## src/rtl/booth_mul_seq.sv

```systemverilog
`default_nettype none
// ============================================================================
// Module   : booth_mul_seq
// Purpose  : Sequential radix-4 Booth multiplier, signed or unsigned operands,
//            one Booth digit per clock, exact 2*WIDTH-bit product.
// Options  : BOOTH_MUL_SEQ_EARLY_TERM_EN - finish as soon as every remaining
//            Booth digit is zero (variable latency, same result).
// Revision : 1.0 - initial release
// ============================================================================
module booth_mul_seq #(
   parameter int WIDTH = 32            // even, >= 4
) (
   input  logic                 clock,
   input  logic                 clear,
   input  logic                 start,
   input  logic                 is_signed,
   input  logic [WIDTH-1:0]     multiplicand,
   input  logic [WIDTH-1:0]     multiplier,
   output logic [2*WIDTH-1:0]   product,
   output logic                 busy,
   output logic                 done
);

   // Operands are extended by two bits so unsigned values become positive
   // two's-complement numbers and the digit count (WIDTH+2)/2 is integral.
   localparam int c_xw  = WIDTH + 2;            // extended operand width
   localparam int c_aw  = WIDTH + 4;            // accumulator: holds +-2*M sums
   localparam int c_fw  = c_aw + c_xw;          // accumulator:low concatenation
   localparam int c_n   = WIDTH / 2 + 1;        // Booth digits per multiply
   localparam int c_cw  = $clog2(c_n + 1);      // counts 0..c_n

   localparam logic [c_cw-1:0] c_cnt_n = c_cw'(c_n);

   localparam logic [1:0] c_idle = 2'd0;
   localparam logic [1:0] c_busy = 2'd1;
   localparam logic [1:0] c_done = 2'd2;

   logic [1:0]          state_q,   state_d;
   logic [c_xw-1:0]     mcand_q,   mcand_d;
   logic [c_xw-1:0]     mplr_q,    mplr_d;
   logic [c_xw-1:0]     low_q,     low_d;
   logic [c_aw-1:0]     acc_q,     acc_d;
   logic                ovl_q,     ovl_d;
   logic [c_cw-1:0]     cnt_q,     cnt_d;
   logic [2*WIDTH-1:0]  product_q, product_d;

   logic                w_load;
   logic                w_last;
   logic                w_zero_tail;
   logic                w_finish;
   logic [c_xw-1:0]     w_a_ext;
   logic [c_xw-1:0]     w_b_ext;
   logic [c_aw-1:0]     w_mx;
   logic [c_aw-1:0]     w_term;
   logic [c_aw-1:0]     w_sum;
   logic signed [c_fw-1:0] w_cat_next;
   logic [2*WIDTH-1:0]  w_prod;
`ifdef BOOTH_MUL_SEQ_EARLY_TERM_EN
   logic [c_xw:0]       w_tail;
   logic [c_cw-1:0]     w_rem;
   logic [c_cw:0]       w_shamt;
   logic signed [c_fw-1:0] w_cat_cur;
`endif

   // Datapath: operand extension, Booth digit selection, add and shift
   always_comb begin
      w_a_ext = is_signed ? {{2{multiplicand[WIDTH-1]}}, multiplicand}
                          : {2'b00, multiplicand};
      w_b_ext = is_signed ? {{2{multiplier[WIDTH-1]}}, multiplier}
                          : {2'b00, multiplier};
      w_load  = start && ((state_q == c_idle) || (state_q == c_done));
      w_last  = (cnt_q == c_cnt_n);

      w_mx = {{2{mcand_q[c_xw-1]}}, mcand_q};
      unique case ({mplr_q[1:0], ovl_q})
         3'b001, 3'b010: w_term = w_mx;
         3'b011:         w_term = w_mx << 1;
         3'b100:         w_term = -(w_mx << 1);
         3'b101, 3'b110: w_term = -w_mx;
         default:        w_term = '0;
      endcase
      w_sum      = acc_q + w_term;
      w_cat_next = {w_sum, low_q};

`ifdef BOOTH_MUL_SEQ_EARLY_TERM_EN
      // Remaining multiplier bits plus overlap all equal => all digits zero;
      // the outstanding shifts are applied in one step.
      w_tail      = {mplr_q, ovl_q};
      w_zero_tail = (&w_tail) | ~(|w_tail);
      w_rem       = c_cnt_n - cnt_q;
      w_shamt     = {w_rem, 1'b0};
      w_cat_cur   = {acc_q, low_q};
      w_prod      = (2*WIDTH)'(w_cat_cur >>> w_shamt);
`else
      w_zero_tail = 1'b0;
      w_prod      = {acc_q[2*WIDTH-c_xw-1:0], low_q};
`endif
      w_finish = (state_q == c_busy) && (w_last || w_zero_tail);

      mcand_d   = mcand_q;
      mplr_d    = mplr_q;
      low_d     = low_q;
      acc_d     = acc_q;
      ovl_d     = ovl_q;
      cnt_d     = cnt_q;
      product_d = product_q;

      if (w_load) begin
         mcand_d = w_a_ext;
         mplr_d  = w_b_ext;
         acc_d   = '0;
         low_d   = '0;
         ovl_d   = 1'b0;
         cnt_d   = '0;
      end else if (state_q == c_busy) begin
         if (w_finish) begin
            product_d = w_prod;
         end else begin
            {acc_d, low_d} = w_cat_next >>> 2;
            mplr_d         = $signed(mplr_q) >>> 2;
            ovl_d          = mplr_q[1];
            cnt_d          = cnt_q + 1'b1;
         end
      end
   end

   // Next-state logic: start is only honoured outside BUSY
   always_comb begin
      state_d = state_q;
      unique case (state_q)
         c_idle:  if (start) state_d = c_busy;
         c_busy:  if (w_finish) state_d = c_done;
         c_done:  state_d = start ? c_busy : c_idle;
         default: state_d = c_idle;
      endcase
   end

   // State register; clear overrides everything, aborting any multiply
   always_ff @(posedge clock) begin
      if (clear) state_q <= c_idle;
      else       state_q <= state_d;
   end

   // Datapath and result registers
   always_ff @(posedge clock) begin
      if (clear) begin
         mcand_q   <= '0;
         mplr_q    <= '0;
         low_q     <= '0;
         acc_q     <= '0;
         ovl_q     <= 1'b0;
         cnt_q     <= '0;
         product_q <= '0;
      end else begin
         mcand_q   <= mcand_d;
         mplr_q    <= mplr_d;
         low_q     <= low_d;
         acc_q     <= acc_d;
         ovl_q     <= ovl_d;
         cnt_q     <= cnt_d;
         product_q <= product_d;
      end
   end

   // Outputs decoded from the state register
   always_comb begin
      busy    = (state_q == c_busy);
      done    = (state_q == c_done);
      product = product_q;
   end

endmodule
`default_nettype wire

```

## config.mk

```make
export PLATFORM = sky130hd
export DESIGN_NAME = booth_mul_seq
export DESIGN_NICKNAME = d
export VERILOG_FILES = /design/src/rtl/booth_mul_seq.sv
export SDC_FILE = /design/constraint.sdc
export NUM_CORES = 1
export LEC_CHECK = 0
export ABC_AREA = 1
export CORE_ASPECT_RATIO = 0.5
export CORE_MARGIN = 4
export CORE_UTILIZATION = 57
export DETAILED_ROUTE_END_ITERATION = 16
export PLACE_DENSITY = 0.87
export SKIP_CTS_REPAIR_TIMING = 1
export SYNTH_ARGS = -nofsm -noshare
export SYNTH_HDL_FRONTEND = slang
export SYNTH_SLANG_ARGS = --single-unit
export TNS_END_PERCENT = 1
```

## constraint.sdc

```tcl
create_clock -name clock -period 3.4 [get_ports clock]
set_input_delay 0.68 -clock clock [delete_from_list [all_inputs] [get_ports clock]]
set_output_delay 0.68 -clock clock [all_outputs]
set_load 0.02 [all_outputs]
```

# Word-level counts from Yosys, hierarchy flattened
# Index checks and enable logic that the tools add are counted.
# totals
inputBits	68
out_inout_bits	66
regBits	208
# op_classes
mux	10
n_bitwise	2
n_eq_ne	12
n_reduce_logical	12
add_sub_neg	4
# ops
operator	count
$pmux 36 s4	1
$mux 34	3
$neg 36->36	2
$mux 33	2
$add 36x36->36	1
$eq 3x3->1 const B	3
$eq 3x2->1 const B	2
$pmux 2 s3	1
$reduce_and 2->1	3
$reduce_or 2->1	3
$add 5x1->5 const B	1
$eq 5x5->1 const B	1
$mux 2	2
$ne 2x2->1 const B	2
$eq 3x1->1 const B	1
$reduce_and 3->1	1
$eq 2x1->1 const B	1
$eq 2x2->1 const B	1
$logic_and 1x1->1	2
$logic_not 2->1	1
$ne 2x1->1 const B	1
$not 1->1	2
$reduce_bool 2->1	1
$logic_or 1x1->1	1
$mux 1	1

# Longest topological paths before layout
# Gate-level depths: netlist (run 1).
# depth
word_depth	5
ltp_mapped	24
mapped_depth_nobuf	24

# Worst setup path after synthesis (run 1)
# Ideal clock, no wire load.
# synth_timing
kind	flip-flop to flip-flop
from	register mcand_q[0]
to	register acc_q[30]
path_stages_with_launch	23
period_less_slack_ns	3.033
arrival_time_ns	2.924
required_time_ns	3.291
path_buffers	0
path_slack_ns	0.367
setup_time_ns	0.109
cell_sequence	dfxtp_1 > inv_1 > ha_1 > nand4_4 > nor2_8 > nand2_4 > nor2_4 > nand2_1 > xor2_1 > or2_0 > nand4_1 > ha_1 > a21oi_1 > nor2_1 > nor2_1 > a21boi_0 > nor2_1 > nor2_1 > nand2_1 > nand2_1 > nand3_1 > nand2_1 > inv_1
# synth_via
elab_chain_len	3
elab_cells_between_ends	4
classes_between	add/sub: 3; mux: 1
# synth_rtl
element	line_no	source
from (decl)	39	logic [c_xw-1:0] mcand_q, mcand_d;
from (signal assigned)	155	mcand_q <= mcand_d;
$neg 36->36 (on tied branches)	79, 78	
$pmux 36 s4 (*)	75	unique case ({mplr_q[1:0], ovl_q})
$add 36x36->36 (*)	82	w_sum = acc_q + w_term;
to (signal assigned)	150	acc_q <= '0;
to (signal assigned)	158	acc_q <= acc_d;
to (decl)	42	logic [c_aw-1:0] acc_q, acc_d;
# Every way passes the cells marked *; elsewhere a longest branch is shown, timed or not.
# A chain may end at the register's enable or synchronous reset.

# Final worst setup path (run 1)
# layout_timing
from	register mcand_q[4]
to	register acc_q[29]
# The elaborated chain is that of the path after synthesis.

==> results of run 1 <==
==> synth_stat cells (all sizes together) <==
master,n
nor3,11
o22ai,16
or2,5
dfxtp,207
nand3,102
xor2,36
nor4,1
and3,1
o211a,1
clkinv,3
a21o,3
a31oi,34
a21boi,2
o221ai,2
nand2,294
and2,1
nor2,252
xnor2,7
o21bai,5
nand2b,2
a31o,1
a22oi,1
a221oi,1
ha,38
o211ai,5
o21ai,192
fa,1
inv,209
a221o,4
a21oi,152
buf,20
o2111ai,6
bufinv,1
nand4,18
clkbuf,61
o21a,2
==> tightest hold or removal path, delay by kind of cell (launching register included) <==
kind	cells	cell delay, ns
AO/OA/AOI/OAI	1	0.04
buffers and inverters	1	0.04
flip-flops	1	0.31
==> cell type report <==
type	count	area, um^2
Clock buffer	25	538
Clock inverter	9	185
Fill cell	1545	5110
Inverter	213	832
Multi-Input combinational cell	1196	6700
Sequential cell	207	4150
Tap cell	266	333
Timing Repair Buffer	190	1800
==> power by group <==
| part | internal [W] | leakage (nW) | total [W] | switching, W |
|---|---|---|---|---|
| clock | 0.00151 | 0.355 | 0.00246 | 0.000958 |
| combinational | 0.000473 | 3.94 | 0.00122 | 0.000750 |
| sequential | 0.00253 | 1.69 | 0.00263 | 0.000101 |
| total | 0.00451 | 5.98 | 0.00632 | 0.00181 |
==> cell families after synthesis <==
family / count (synthesis) / share of synthesized area, %
compound gates: 427 / 20.2
xor+xnor: 43 / 3.34
fa+ha+maj: 39 / 4.30
buf+inv: 294 / 9.99
flops: 207 / 36.0
simple gates: 687 / 26.2
==> how the worst max path moves through the flow <==
| stage | from | end | slack, ns | depth (start not counted) |
|---|---|---|---|---|
| 6_report | mcand_q[4]$_SDFFE_PP0P_ | acc_q[29]$_SDFFE_PP0P_ | 0.06 | 21 |
| 5_1_grt | mcand_q[1]$_SDFFE_PP0P_ | acc_q[31]$_SDFFE_PP0P_ | -0.09 | 21 |
| 4_1_cts | mcand_q[0]$_SDFFE_PP0P_ | acc_q[28]$_SDFFE_PP0P_ | -0.17 | 21 |
| 3_5_place_dp | mcand_q[0]$_SDFFE_PP0P_ | acc_q[28]$_SDFFE_PP0P_ | -0.08 | 21 |
| 3_3_place_gp | mcand_q[0]$_SDFFE_PP0P_ | acc_q[28]$_SDFFE_PP0P_ | -0.09 | 21 |
| 2_1_floorplan | mcand_q[0]$_SDFFE_PP0P_ | acc_q[30]$_SDFFE_PP0P_ | 0.37 | 22 |
==> stage by stage <==
stage                     total power, W  utilization (%)  std cells
after floorplan                  0.00341                -       1697
after global placement           0.00374             67.3       2056
after detailed placement         0.00376             67.3       2056
after CTS                        0.00620             71.0       2090
after global routing             0.00658             74.0       2106
final                            0.00632             74.0       2106
==> layer usage <==
metal | vias up | track usage (%) | routed length (um)
li1 | 5821 | - | -
met1 | 5316 | 41.0 | 15500
met2 | 466 | 42.8 | 14000
met3 | 57 | 5.48 | 3070
met4 | 0 | 5.30 | 627
met5 | - | 0 | 0
==> registers in the layout, indices dropped and copies added, names as in the netlist <==
register / cells
ovl_q: 1
mplr_q: 34
cnt_q: 5
acc_q: 34
low_q: 34
state_q: 2
mcand_q: 33
product: 64
==> reports/qor.txt, run 1 <==
slew at the pin closest to its max-slew limit -> 1.16 ns
via count of the first global-routing pass -> 10400
wire length per cell -> 15.8 um
global-route congestion overflow total -> 0
length in cells of the worst reg-to-reg path -> 21
worst voltage drop across the vdd grid -> 0.351 mV
clock latency on the worst-skew pair -> 0.50 ns
cell area after synthesis -> 0.0115 mm^2
cell family contributing the most delay on the critical path -> simple AND/OR/NAND/NOR gates
count of final hold-check violations -> 0
antenna diode instance count -> 0
endpoint of the worst register-to-register path -> acc_q[29]$_SDFFE_PP0P_
count of buffering cells on the critical path with inverters included -> 3
DR vias -> 11700
worst stage delay on the critical path -> 0.37 ns
kind of end point of the critical path -> register
Leak Pwr -> 5.98 nW
Setup TNS Final -> 0 ns
Cells on Worst Hold Path -> 2
Worst slew margin -> 22.9%
pin count of the biggest net entering global routing -> 130
number of storage elements in the synthesis netlist -> 207
IO Pins -> 134
RSZ-0062 raised after global routing -> yes
CTS sink count -> 207
status -> finished clean
layout cell share with drive strength beyond 1 -> 12.4%
CTS H-tree depth -> 1
MaxCap Viol Count -> 0
worst hold slack -> 0.442 ns
crit path max-delay cell type -> ha_4
critical register-to-register path startpoint -> mcand_q[4]$_SDFFE_PP0P_
clock root buffer -> clkbuf_16
crit-path cells -> nor2_4 > nand4_4 > nor2_8 > nand2_4 > nor2_4 > nand2_2 > xor2_2 > or2_1 > nand4_1 > ha_4 > buf_6 > nand2_8 > nor2_2 > buf_4 > a21o_1 > a31oi_2 > nand2_1 > nand2_1 > nand3_1 > nand2_1 > inv_1
number of rows in the core area -> 36
top cell type's share of synthesized area -> 36.0%
worst-case clock skew -> 0.0192 ns
horizontal extent of the die -> 209 um
largest area contributor in the synthesized netlist -> dfxtp_1
placement-stage cell area -> 0.0132 mm^2
Period minus WS final -> 3.34 ns
number of nets in the synthesized netlist -> 1804
count of input and output buffers -> 133
Setup crit start kind -> register
Final ANT Viol Nets -> 0
most frequent cells in the layout -> nand2_1, nor2_1, dfxtp_1
Post-route DRC -> 0
detailed-routing iteration count for the pre-antenna-repair pass -> 5
Non-Filler Cell Area, Final -> 0.0145 mm^2
Yosys warning total -> 0
die footprint -> 0.0227 mm^2
setup slack of the critical path after layout -> 0.0551 ns
setup violators final -> 0
TritonCTS clock tree -> yes
starting DRC count in detailed routing -> 1088
number of buffers on the longest clock path -> 3
global-route wire length before repair -> 52400 um
cell type with the highest occurrence count on the critical path -> nand2_1
CTS clk-pin slew, worst paths -> 0.08 ns
CTS buffer count -> 19
worst path arrival time -> 3.75 ns
Final Max Slew Viols -> 0
Via-to-Cell Ratio -> 5.54
ratio of final minimum period to clock period -> 98.4%
post-placement setup slack -> -0.0821 ns
height of the chip -> 108 um
sequential element share of the synthesized area -> 36.0%
area grow syn2layout -> 26.2%
number of antenna violations at the first check in global routing -> 0
average footprint of a synthesized cell -> 6.78 um^2
placed wire-length estimate after detailed placement -> 23500 um
Initial Util -> 58.6%
gpl congestion -> 1.01
category of the most critical setup path -> register to register
GRT Overall Usage -> 27.8%
most common cell after layout, fill and taps aside -> nand2_1
P per Cell Area -> 435 mW/mm^2
dominant cells by area after synthesis -> dfxtp_1, nand2_1, o21ai_0
slack of the worst reg-to-reg path -> 0.06 ns
final routed wirelength across all metal layers -> 33200 um
achievable clock frequency -> 299 MHz
# nets final -> 1934
library cells used by synthesis -> 55
area of the core region -> 0.0196 mm^2
critical path fanouts, max -> 5
startpoint of the tightest hold check path -> product[8]$_SDFFE_PP0P_
Hold Crit Class -> register to register
end point of the most critical hold path -> product[8]$_SDFFE_PP0P_
cells after synthesis -> 1697
WP data required -> 3.81 ns
No activity file was read; power rests on OpenSTA's default activity.
==> inputs of run 2 (changes only) <==
--- a/config.mk
+++ b/config.mk
@@ -10,6 +10,7 @@
 export CORE_MARGIN = 4
 export CORE_UTILIZATION = 57
 export DETAILED_ROUTE_END_ITERATION = 16
+export GPL_ROUTABILITY_DRIVEN = 0
 export PLACE_DENSITY = 0.87
 export SKIP_CTS_REPAIR_TIMING = 1
 export SYNTH_ARGS = -nofsm -noshare
==> run 2 against run 1 <==
The flow now finishes with violations (setup timing); flip-flop and latch count unchanged; via count fell by 0.47%; utilization down 1.6 points; clock power is 4% higher.
==> reports/qor.txt, run 2 (same netlist as run 1, synthesis figures left out) <==
height of the chip -> 108 um
Initial Util -> 58.6%
number of rows in the core area -> 36
worst-case clock skew -> 0.0273 ns
WP data required -> 3.79 ns
layout cell share with drive strength beyond 1 -> 9.69%
Via-to-Cell Ratio -> 5.55
area of the core region -> 0.0196 mm^2
clock latency on the worst-skew pair -> 0.52 ns
GRT Overall Usage -> 26.2%
CTS clk-pin slew, worst paths -> 0.06 ns
category of the most critical setup path -> register to register
most frequent cells in the layout -> nand2_1, nor2_1, dfxtp_1
achievable clock frequency -> 287 MHz
die footprint -> 0.0227 mm^2
CTS sink count -> 207
worst path arrival time -> 3.87 ns
TritonCTS clock tree -> yes
Setup crit start kind -> register
Hold Crit Class -> register to register
MaxCap Viol Count -> 0
worst voltage drop across the vdd grid -> 0.321 mV
worst stage delay on the critical path -> 0.33 ns
slew at the pin closest to its max-slew limit -> 1.09 ns
Leak Pwr -> 5.88 nW
wire length per cell -> 15.1 um
multi-input gate area in the final layout -> 0.00649 mm^2
RSZ-0062 raised after global routing -> yes
ratio of final minimum period to clock period -> 102%
global-route congestion overflow total -> 0
number of filler instances in the final layout -> 1550
cell type with the highest occurrence count on the critical path -> nand2_1
Period minus WS final -> 3.48 ns
Post-Layout Cell Count -> 2092
number of antenna violations at the first check in global routing -> 0
IO Pins -> 134
area of all sequential standard cells -> 0.00414 mm^2
P per Cell Area -> 446 mW/mm^2
cell family contributing the most delay on the critical path -> simple AND/OR/NAND/NOR gates
post-route core utilization -> 72.4%
detailed-routing iteration count for the pre-antenna-repair pass -> 8
Final Max Slew Viols -> 0
CTS buffer count -> 20
starting DRC count in detailed routing -> 1002
via count of the first global-routing pass -> 10200
setup violators final -> 5
kind of end point of the critical path -> register
crit path max-delay cell type -> ha_4
# nets final -> 1920
placed wire-length estimate after detailed placement -> 22600 um
CTS H-tree depth -> 1
flip-flop count of the largest register after layout -> 64
placed cell count -> 2047
violated checks -> setup timing
Final ANT Viol Nets -> 0
number of buffers on the longest clock path -> 3
most common cell after layout, fill and taps aside -> nand2_1
worst hold slack -> 0.442 ns
antenna diode instance count -> 0
count of final hold-check violations -> 0
pin count of the biggest net entering global routing -> 94
count of input and output buffers -> 133
final routed wirelength across all metal layers -> 31700 um
horizontal extent of the die -> 209 um
Post-route DRC -> 0
global-route wire length before repair -> 49700 um
critical path fanouts, max -> 6
status -> complete, but fails checks
DR vias -> 11600
area grow syn2layout -> 23.6%
clock root buffer -> clkbuf_16
setup slack of the critical path after layout -> -0.0806 ns
Worst slew margin -> 27.5%
crit-path cells -> inv_2 > ha_4 > nand4_4 > nor2_8 > nand2_4 > nor2_4 > nand2_1 > xor2_1 > or2_0 > nand4_1 > ha_4 > a21oi_1 > o21ai_0 > nand2_1 > nand2_1 > a21oi_1 > nand3_1 > nand2_1 > nand2_1 > o21ai_0 > inv_1
count of buffering cells on the critical path with inverters included -> 2
-- run 2: cell types whose count changed in the layout (fill, tap and decap cells not counted), sizes merged --
cell / previous run / this run
buf: 57 / 42
clkbuf: 25 / 26
clkinv: 5 / 4
clkinvlp: 1 / 0
inv: 210 / 212
-- run 2: report_power, final --
group	switching, W	total, W	internal [W]
clock network	0.000989	0.00257	0.00158
registers	0.0000979	0.00263	0.00253
logic	0.000710	0.00114	0.000434
-- run 2: area by class of cell --
cell class	instances	share of cell area, %
multi-input combinational	1196	45.6
timing repair buffer	175	11.8
clock inverter	9	1.35
clock buffer	26	4.03
tap	266	2.34
sequential	207	29.1
inverter	213	5.79
-- run 2: worst paths after layout --
kind              slack, ns                       end                     start  cells after the start
setup / recovery      -0.08    acc_q[32]$_SDFFE_PP0P_   mcand_q[0]$_SDFFE_PP0P_                     21
hold / removal         0.44  product[51]$_SDFFE_PP0P_  product[51]$_SDFFE_PP0P_                      2
setup reg to reg      -0.08    acc_q[32]$_SDFFE_PP0P_   mcand_q[0]$_SDFFE_PP0P_                     21
hold reg to reg        0.44  product[51]$_SDFFE_PP0P_  product[51]$_SDFFE_PP0P_                      2
-- run 2: through the flow --
stage	instance area [um^2]	setup TNS [ns]	worst slack [ns]	power [W]
2_1_floorplan	11500	0	0.367	0.00341
3_3_place_gp	13100	0	0.0837	0.00370
3_5_place_dp	13100	-0.00827	-0.00700	0.00372
4_1_cts	13900	-0.187	-0.0737	0.00628
5_1_grt	14200	-1.17	-0.154	0.00661
6_report	14200	-0.151	-0.0806	0.00635
-- run 2: per-layer routing --
metal | track usage, % | wire length (um)
met3 | 5.04 | 3420
met1 | 38.3 | 14100
met5 | 0 | 0
met4 | 5.30 | 576
met2 | 40.7 | 13600
-- run 2: worst register-to-register path, cell delays in order (launching register included) --
cell,delay [ns]
dfxtp_1,0.32
inv_2,0.11
ha_4,0.17
nand4_4,0.16
nor2_8,0.20
nand2_4,0.08
nor2_4,0.15
nand2_1,0.10
xor2_1,0.16
or2_0,0.13
nand4_1,0.21
ha_4,0.33
a21oi_1,0.23
o21ai_0,0.24
nand2_1,0.11
nand2_1,0.06
a21oi_1,0.18
nand3_1,0.12
nand2_1,0.07
nand2_1,0.04
o21ai_0,0.15
inv_1,0.05
